## config.mk

```make
export PLATFORM = sky130hd
export DESIGN_NAME = conv_window_feeder
export DESIGN_NICKNAME = d
export VERILOG_FILES = /design/src/rtl/conv_pkg.sv /design/src/rtl/conv_line_buffer.sv /design/src/rtl/conv_window_feeder.sv
export SDC_FILE = /design/constraint.sdc
export NUM_CORES = 2
export LEC_CHECK = 0
export CAP_MARGIN = 10
export CELL_PAD_IN_SITES_DETAIL_PLACEMENT = 0
export CELL_PAD_IN_SITES_GLOBAL_PLACEMENT = 1
export CORE_MARGIN = 3
export CORE_UTILIZATION = 51
export CTS_CLUSTER_SIZE = 40
export DETAILED_ROUTE_END_ITERATION = 10
export PLACE_DENSITY_LB_ADDON = 0.1
export SYNTH_ARGS = -nofsm -noshare
export SYNTH_HDL_FRONTEND = slang
export SYNTH_SLANG_ARGS = --single-unit
```

## constraint.sdc

```tcl
create_clock -name clk -period 6.4 [get_ports clk]
set_clock_uncertainty 0.2 [all_clocks]
set_input_delay 0.64 -clock clk [delete_from_list [all_inputs] [get_ports clk]]
set_output_delay 0.64 -clock clk [all_outputs]
set_load 0.02 [all_outputs]
```

## src/rtl/conv_pkg.sv

```systemverilog
// Shared constants, FSM state type and window index helper for the Conv2D window feeder.
package conv_pkg;

  localparam int unsigned KERNEL   = 5;
  localparam int unsigned WIN_TAPS = KERNEL * KERNEL;
  localparam int unsigned LB_LINES = KERNEL - 1;

  typedef enum logic [1:0] {
    StAccept,
    StStart,
    StWaitDone,
    StEmit
  } state_e;

  // Row-major tap index inside the 5x5 window.
  function automatic int unsigned win_idx(input int unsigned r, input int unsigned c);
    return r * KERNEL + c;
  endfunction

endpackage

```

## src/rtl/conv_line_buffer.sv

```systemverilog
// Four-line circular store indexed by column.
// Each write at column col pushes the column one line deeper: tap 0 ends up holding the pixel
// from four lines ago, tap 3 the pixel from the previous line. Reads are combinational.
// Ports:
//   clk     clock
//   wr_en   store wr_data at column col and age that column
//   col     current column (shared by read and write)
//   wr_data incoming pixel
//   taps    LB_LINES pixels of column col, tap 0 oldest, packed low to high
module conv_line_buffer
  import conv_pkg::*;
#(
  parameter int unsigned DATA_WIDTH = 16,
  parameter int unsigned IMG_W      = 28,
  parameter int unsigned COL_W      = $clog2(IMG_W)
) (
  input  logic                           clk,
  input  logic                           wr_en,
  input  logic [COL_W-1:0]               col,
  input  logic [DATA_WIDTH-1:0]          wr_data,
  output logic [LB_LINES*DATA_WIDTH-1:0] taps
);

  // Contents are deliberately not reset: a window is only emitted after four full lines.
  logic [DATA_WIDTH-1:0] mem [LB_LINES][IMG_W];

  always_ff @(posedge clk) begin
    if (wr_en) begin
      for (int i = 0; i < LB_LINES - 1; i++) begin
        mem[i][col] <= mem[i+1][col];
      end
      mem[LB_LINES-1][col] <= wr_data;
    end
  end

  always_comb begin
    taps = '0;
    for (int i = 0; i < LB_LINES; i++) begin
      taps[i*DATA_WIDTH +: DATA_WIDTH] = mem[i][col];
    end
  end

endmodule

```

## src/rtl/conv_window_feeder.sv

```systemverilog
// Streaming front end for the Conv2D 5x5 MAC engine.
// Accepts a raster pixel stream, builds the 5x5 window from four line buffers plus the live pixel,
// starts Conv2D once per valid (unpadded) window position, waits for done and forwards the result.
// Optional macro CONV_FEEDER_RELU_EN: clamp negative results to zero when latching conv_result.
// Ports:
//   clk, rst_n                  clock, asynchronous active-low reset
//   frame_clr                   synchronous abort/restart of the current frame
//   pix_data/pix_valid/pix_ready  pixel input stream
//   win_flat                    25 window taps, slice k row-major, k=24 newest pixel
//   conv_enable/conv_done/conv_result  Conv2D start pulse, done and finalOutput
//   res_data/res_valid/res_ready/res_last  result stream, res_last marks the frame's final result
module conv_window_feeder
  import conv_pkg::*;
#(
  parameter int unsigned DATA_WIDTH  = 16,
  parameter int unsigned FIXED_POINT = 7,
  parameter int unsigned IMG_W       = 28,
  parameter int unsigned IMG_H       = 28,
  parameter int unsigned RES_WIDTH   = 32
) (
  input  logic                           clk,
  input  logic                           rst_n,
  input  logic                           frame_clr,
  input  logic signed [DATA_WIDTH-1:0]   pix_data,
  input  logic                           pix_valid,
  output logic                           pix_ready,
  output logic [WIN_TAPS*DATA_WIDTH-1:0] win_flat,
  output logic                           conv_enable,
  input  logic                           conv_done,
  input  logic signed [RES_WIDTH-1:0]    conv_result,
  output logic signed [RES_WIDTH-1:0]    res_data,
  output logic                           res_valid,
  input  logic                           res_ready,
  output logic                           res_last
);

  localparam int unsigned ColW = $clog2(IMG_W);
  localparam int unsigned RowW = $clog2(IMG_H);
  localparam logic [ColW-1:0] ColLast  = ColW'(IMG_W - 1);
  localparam logic [RowW-1:0] RowLast  = RowW'(IMG_H - 1);
  localparam logic [ColW-1:0] ColFirst = ColW'(KERNEL - 1);
  localparam logic [RowW-1:0] RowFirst = RowW'(KERNEL - 1);

  // FIXED_POINT is only forwarded to Conv2D; checked here so bad configurations fail early.
  if (IMG_W < KERNEL || IMG_H < KERNEL || FIXED_POINT >= DATA_WIDTH) begin : g_param_err
    $error("conv_window_feeder: unsupported parameter set");
  end

  state_e                       state_q, state_d;
  logic [ColW-1:0]              col_q, col_d;
  logic [RowW-1:0]              row_q, row_d;
  logic signed [RES_WIDTH-1:0]  res_q, res_d;
  logic                         last_q, last_d;
  logic                         rdy_en_q;
  logic                         accept;
  logic [DATA_WIDTH-1:0]        win_q [WIN_TAPS];
  logic [LB_LINES*DATA_WIDTH-1:0] lb_taps;
  logic [DATA_WIDTH-1:0]        col_in [KERNEL];

  conv_line_buffer #(
    .DATA_WIDTH(DATA_WIDTH),
    .IMG_W     (IMG_W),
    .COL_W     (ColW)
  ) u_line_buffer (
    .clk    (clk),
    .wr_en  (accept),
    .col    (col_q),
    .wr_data(pix_data),
    .taps   (lb_taps)
  );

  // New window column: four buffered lines on top, live pixel at the bottom.
  always_comb begin
    for (int r = 0; r < LB_LINES; r++) begin
      col_in[r] = lb_taps[r*DATA_WIDTH +: DATA_WIDTH];
    end
    col_in[KERNEL-1] = pix_data;
  end

  always_comb begin
    state_d     = state_q;
    col_d       = col_q;
    row_d       = row_q;
    res_d       = res_q;
    last_d      = last_q;
    accept      = 1'b0;
    pix_ready   = 1'b0;
    conv_enable = 1'b0;
    res_valid   = 1'b0;
    if (frame_clr) begin
      state_d = StAccept;
      col_d   = '0;
      row_d   = '0;
      last_d  = 1'b0;
    end else begin
      unique case (state_q)
        StAccept: begin
          pix_ready = rdy_en_q;
          if (pix_valid && rdy_en_q) begin
            accept = 1'b1;
            if (col_q == ColLast) begin
              col_d = '0;
              row_d = (row_q == RowLast) ? '0 : row_q + 1'b1;
            end else begin
              col_d = col_q + 1'b1;
            end
            if (col_q >= ColFirst && row_q >= RowFirst) begin
              state_d = StStart;
              last_d  = (col_q == ColLast) && (row_q == RowLast);
            end
          end
        end
        StStart: begin
          conv_enable = 1'b1;
          state_d     = StWaitDone;
        end
        StWaitDone: begin
          if (conv_done) begin
`ifdef CONV_FEEDER_RELU_EN
            res_d = conv_result[RES_WIDTH-1] ? '0 : conv_result;
`else
            res_d = conv_result;
`endif
            state_d = StEmit;
          end
        end
        StEmit: begin
          res_valid = 1'b1;
          if (res_ready) state_d = StAccept;
        end
        default: state_d = StAccept;
      endcase
    end
  end

  assign res_last = res_valid & last_q;
  assign res_data = res_q;

  always_ff @(posedge clk or negedge rst_n) begin
    if (!rst_n) begin
      state_q  <= StAccept;
      col_q    <= '0;
      row_q    <= '0;
      res_q    <= '0;
      last_q   <= 1'b0;
      rdy_en_q <= 1'b0;
      for (int k = 0; k < WIN_TAPS; k++) win_q[k] <= '0;
    end else begin
      state_q  <= state_d;
      col_q    <= col_d;
      row_q    <= row_d;
      res_q    <= res_d;
      last_q   <= last_d;
      rdy_en_q <= 1'b1;
      // Window only moves on accept, so it is stable while Conv2D is working.
      if (accept) begin
        for (int r = 0; r < KERNEL; r++) begin
          for (int c = 0; c < KERNEL - 1; c++) begin
            win_q[win_idx(r, c)] <= win_q[win_idx(r, c + 1)];
          end
          win_q[win_idx(r, KERNEL - 1)] <= col_in[r];
        end
      end
    end
  end

  always_comb begin
    win_flat = '0;
    for (int k = 0; k < WIN_TAPS; k++) begin
      win_flat[k*DATA_WIDTH +: DATA_WIDTH] = win_q[k];
    end
  end

endmodule

```

## Yosys cells after proc, flatten, opt, wreduce, memory -nomap -nowiden

Memory sizes are Yosys's and may differ from the RTL's.
Cells that the tools add are included.

| storage, ports and cells | value |
|---|---|
| latch bits | 0 |
| bits in writable memories | 1792 |
| word-level logic and storage cells | 108 |
| bits of input ports | 54 |
| memories kept | 1 |
| output and inout port bits | 436 |
| memory bits (read-only) | 0 |
| bits in registers | 446 |

Memories:

| name | depth | bits a word | read ports | clocked after memory_dff | write ports | RTL line | text |
|---|---|---|---|---|---|---|---|
| u_line_buffer.mem | 4 | 448 | 4 | 0 | 4 | conv_line_buffer.sv:25 | `logic [DATA_WIDTH-1:0] mem [LB_LINES][IMG_W];` |

| cells by class | value |
|---|---|
| muxes and demuxes | 44 |
| equal/unequal tests | 9 |
| add/sub/neg operators | 2 |
| divide/modulo/power cells | 0 |
| reduce and logical (&&, ||, !) cells | 14 |
| bitwise operators | 3 |
| shift-type cells | 0 |
| $mul | 0 |
| magnitude comparators | 4 |

Operators by type and width:

| cell | count |
|---|---|
| $mux W448 | 1 |
| $bmux W16 S5 | 4 |
| $mux W16 | 9 |
| $demux W16 S5 | 1 |
| $mux W5 | 9 |
| $mux W1 | 14 |
| $ne A3 B3 Y1 const B | 4 |
| $add A5 B1 Y5 const B | 2 |
| $eq A5 B5 Y1 const B | 2 |
| $ge A5 B3 Y1 const B | 2 |
| $mux W2 | 5 |
| $reduce_and A3 Y1 | 3 |
| $pmux W2 S4 | 1 |
| $reduce_bool A2 Y1 | 4 |
| $ge A6 B6 Y1 const B | 1 |
| $lt A6 B1 Y1 const B | 1 |
| $not A5 Y6 | 1 |
| $eq A2 B2 Y1 const B | 2 |
| $logic_and A1 B1 Y1 | 4 |
| $reduce_and A4 Y1 | 1 |
| $eq A2 B1 Y1 const B | 1 |
| $logic_not A2 Y1 | 1 |
| $reduce_and A2 Y1 | 1 |
| $and A1 B1 Y1 | 1 |
| $not A1 Y1 | 1 |

## Logic depth before layout (Yosys ltp)

| logic depth | value |
|---|---|
| word-level depth | 6 |
| depth in mapped cells | 10 |
| mapped depth without buffers | 7 |

## Cells and area by module

Synthesis repeated with hierarchy kept, for this count alone.

| unflattened totals | value |
|---|---|
| cells, all modules | 4356 |
| area, all modules | 85767.3 sq um |

Modules (own cells, without submodules):

| module | sequential area each (sq um) | times used | area each (sq um) | cells each |
|---|---|---|---|---|
| conv_line_buffer | 53811.6 | 1 | 68399.4 | 3344 |
| conv_window_feeder | 11160.7 | 1 | 17367.9 | 1012 |

## Worst setup path before layout

Ideal clock, no wire load.

| path | value |
|---|---|
| path type | reg2reg |
| start point | reg col_q[0] |
| end point | mem u_line_buffer.mem[0][144] (netlist bit) (enable) |
| path slack | 1471 ps |
| cell stages (with the launch flop) | 10 |
| data required time | 5713 ps |
| setup time | 487 ps |
| clock period less this slack | 4929 ps |
| buffers on the path | 5 |
| arrival time | 4243 ps |
| cell sequence | dfrtp_1 > buf_6 > buf_6 > buf_6 > buf_4 > buf_4 > inv_1 > ha_1 > nand2_1 > nor2_1 |

RTL lines:

| item | RTL line | text |
|---|---|---|
| from (decl) | conv_window_feeder.sv:50 | `logic [ColW-1:0] col_q, col_d;` |
| from (signal assigned) | conv_window_feeder.sv:150 | `col_q <= col_d;` |
| to (decl) | conv_line_buffer.sv:25 |  |

## Final worst setup path

| path | value |
|---|---|
| start point | reg col_q[0] |
| end point | reg win_q, in the netlist win_flat[226] |

| between the ends | value |
|---|---|
| longest elaborated chain between the ends | 4 |

Ends and longest elaborated chain:

| item | RTL line | text |
|---|---|---|
| $not A5 Y6 (not written as such) | conv_line_buffer.sv:39 | `taps[i*DATA_WIDTH +: DATA_WIDTH] = mem[i][col];` |
| $bmux W16 S5 | conv_line_buffer.sv:39 |  |
| $mux W16 (not written as such) (2 in a row) | conv_line_buffer.sv:39 |  |
| net lb_taps[34] | conv_window_feeder.sv:57 | `logic [LB_LINES*DATA_WIDTH-1:0] lb_taps;` |
| to (signal, indexed assignment) | conv_window_feeder.sv:159 | `win_q[win_idx(r, c)] <= win_q[win_idx(r, c + 1)];` |
| to (signal, indexed assignment) | conv_window_feeder.sv:161 | `win_q[win_idx(r, KERNEL - 1)] <= col_in[r];` |
| to (decl) | conv_window_feeder.sv:56 | `logic [DATA_WIDTH-1:0] win_q [WIN_TAPS];` |

The timed path passes the listed nets, and every way through them passes these cells. The select of a mux whose other input is x is not followed.
A chain may end at the register's enable or synchronous reset.

==> impl_metrics.py <==
metrics = {
    "sta": {
        "min_period_ns": 4.459,
        "max_freq_mhz": 224.3,
        "rsz0062_at_grt": "false",
        "drv_slew": 0,
        "setup_slack_ns": 1.941,
        "tightest_slew_ns": 1.293,
        "finalSetupTns_ns": 0,
        "slew_headroom_pct": 13.59,
        "hold_viol_final": 0,
        "period_share_pct": 69.67,
        "setup_viol": 0,
    },
    "yosys": {
        "synth.ff_latch_count": 2238,
        "postSynthNetCount": 5041,
        "ys_seq_area_share_pct": 76.29,
        "synth_cells": 4977,
        "ys_async_sr_fraction_pct": 19.93,
        "synth_area_um2": 85160,
        "ys_types": 52,
        "synth-main-ff-cell": "edfxtp_1",
        "synth_area_per_cell_um2": 17.11,
        "synth-edff-count": 1792,
        "yosysWarningCount": 0,
    },
    "clock_tree": {
        "clk_pin_slew_worst_paths_ns": 0.06,
        "cts_inserted_buffers": 224,
        "clk_latency_ns": 0.85,
        "clockBufferDepth": 3,
        "htreeDepth": 4,
        "clockRootBuffer": "clkbuf_16",
        "cts-resized-gates": 0,
        "cts.sinks": 2238,
        "tritoncts": "yes",
    },
    "finish": {
        "fin_area_um2": 100600,
        "area_delta_synth_final_pct": 18.07,
        "nFillCells": 12150,
        "nNetsFinal": 5650,
        "fin_util_pct": 60.81,
        "drive_gt1_share_pct": 15.04,
    },
    "global_route": {
        "overflow": 0,
        "grt_pass1_vias": 46250,
        "track_usage_pct": 27.19,
        "grt_pass1_wl_um": 338200,
        "antenna_found_initial": 2,
        "grt_max_degree": 171,
    },
    "power_and_ir_drop": {
        "p_int_w": 0.02769,
        "netSwitchingFraction_pct": 27.73,
        "combPwrFrac_pct": 18.5,
        "power_density_nw_per_um2": 381.1,
        "p_leak_nw": 35.08,
        "power_switching_w": 0.01063,
        "power.total_w": 0.03832,
        "power_frac_clock_pct": 33.6,
        "ir_drop_mv": 0.3463,
        "p_seq_share_pct": 47.9,
    },
    "routing": {
        "via_count": 47100,
        "drtPass1Iterations": 5,
        "ant_nets": 0,
        "wl_per_cell_um": 29.48,
        "routed_via_density": 5.907,
        "wl_met3_um": 17070,
        "maxUsedRoutingLayer": "met5",
        "route.met2.wl_um": 115100,
        "met1_length_um": 96730,
        "routed_wl_um": 235100,
        "drtIter0Drc": 5482,
        "drc": 0,
    },
    "floorplan": {
        "ioPinCount": 490,
        "chipWidth_um": 414.6,
        "row_count": 149,
        "die_height_um": 414.6,
        "dieArea_um2": 171900,
        "core_area_um2": 165400,
        "start_util_pct": 51.50,
    },
    "placement": {
        "dpl_cell_area_um2": 93220,
        "port_buffers": 489,
        "place.gp.congestion": 0.7828,
        "place_ws_ns": 1.867,
        "hpwl_um": 134100,
    },
    "min_path": {
        "holdPathStages": 2,
        "hold_path_class": "primary input to flop",
    },
    "worst_setup_path": {
        "cp-end-kind": "flop",
        "reg2regPathDepth": 5,
        "cp.required_ns": 6.93,
        "path_class": "flop to flop",
        "startpoint_type": "flop",
        "crit_fanout": 90,
        "arrival_ns": 4.98,
    },
    "run": {
        "cap_violations": 0,
    },
    "outcome": {
        "status": "complete, no violations",
    },
}
[sequential cells by signal, summed over array words and instances, names as in the netlist]
register,count
rdy_en_q,1
last_q,1
u_line_buffer.mem,1792
win_flat,400
col_q,5
res_data,32
state_q,2
row_q,5
[cell families (layout without fill, tap and decap cells)]
group,after synthesis,after routing,synth area share (%)
fa+ha+maj,10,10,0.1469
xor+xnor,2,2,0.02057
simple gates,1329,1329,6.357
mux,763,763,12.51
other cells,1,2,0.004403
flops,2238,2238,76.29
compound gates,356,356,2.840
buf+inv,278,1085,1.826
[power by group through the flow]
stage	combinational (W)	clock, W	sequential (W)
after global routing	0.00753	0.0137	0.0185
after global placement	0.00712	0	0.0187
final	0.00709	0.0129	0.0184
after detailed placement	0.00716	0	0.0187
after floorplan	0.00212	0	0.0198
after CTS	0.00718	0.0131	0.0184
[worst max-delay path, stage by stage (launching register included)]
cell and delay (ns):
dfrtp_4 0.87, buf_12 0.57, mux4_2 0.60, a211oi_1 0.39, nand3_1 0.88, mux2_2 0.64
[cells in the mapped netlist, types with 12 or more instances]
cell type | n | share of area (%)
a211oi_1 | 44 | 0.39
a21oi_1 | 17 | 0.10
a22oi_1 | 108 | 0.95
a31oi_1 | 19 | 0.14
buf_2 | 51 | 0.30
buf_4 | 38 | 0.33
buf_6 | 40 | 0.53
clkbuf_1 | 130 | 0.57
dfrtp_1 | 446 | 13
edfxtp_1 | 1792 | 63
mux2_2 | 93 | 1.2
mux2i_1 | 438 | 5.1
mux4_2 | 232 | 6.1
nand2_1 | 1088 | 4.8
nand3_1 | 61 | 0.36
nand4_1 | 20 | 0.15
nor2_1 | 74 | 0.33
nor4_1 | 20 | 0.15
o21ai_0 | 12 | 0.071
o22ai_1 | 131 | 0.96
[layer usage]
layer	up-vias	GRT usage, %
li1	20160	-
met1	24530	38.60
met2	2059	44.25
met3	352	4.330
met4	2	7.469
met5	-	0
[path summary, 6_finish.rpt]
| kind | start | to | slack, ns |
|---|---|---|---|
| worst min register to register | win_flat[94]$_DFFE_PN0P_ | win_flat[94]$_DFFE_PN0P_ | 0.27 |
| worst max-delay path | col_q[0]$_DFFE_PN0P_ | win_flat[226]$_DFFE_PN0P_ | 1.94 |
| worst max register to register | col_q[0]$_DFFE_PN0P_ | win_flat[226]$_DFFE_PN0P_ | 1.94 |
| max in group asynchronous | rst_n | win_flat[215]$_DFFE_PN0P_ | 4.29 |
| min in group asynchronous | rst_n | res_data[29]$_DFFE_PN0P_ | 0.23 |
| worst min-delay path | conv_result[30] | res_data[30]$_DFFE_PN0P_ | 0.21 |
[stage by stage]
stage,hold WS [ns],std cells
CTS,0.1469,7970
global route,0.1838,7973
finish,0.2149,7974
global placement,0.2565,7545
detailed placement,0.2617,7545
floorplan,0.1444,4977
[placed cells by master (no fill, tap or decap), drive strengths merged, types with 7 or more instances in the layout]
master         instances
edfxtp              1792
nand2               1088
clkdlybuf4s50        488
dfrtp                446
mux2i                438
clkbuf               300
mux4                 232
buf                  164
o22ai                131
a22oi                108
mux2                  93
clkinv                90
nor2                  75
nand3                 61
a211oi                44
a21oi                 22
nand4                 20
nor4                  20
a31oi                 19
o21ai                 18
bufinv                17
inv                   15
nor2b                 11
ha                    10
clkinvlp              10
nand2b                 7
[repair_timing]
item / CTS / global route
hold buffers: 1 / 0
buffers inserted: 0 / 0
endpoints found under the hold margin: 80 / 0
[area by class of cell]
| class | count | area [um2] | share of cell area (%) |
|---|---|---|---|
| clock inverter | 124 | 1129 | 1.122 |
| antenna | 1 | 2.502 | 0.002489 |
| timing repair buffer | 653 | 6606 | 6.570 |
| inverter | 8 | 30.03 | 0.02986 |
| sequential | 2238 | 64980 | 64.63 |
| tap | 2189 | 2739 | 2.724 |
| clock buffer | 300 | 6106 | 6.072 |
| multi-input combinational | 2461 | 18950 | 18.85 |
Note: power is estimated with default switching activity, not from simulation.
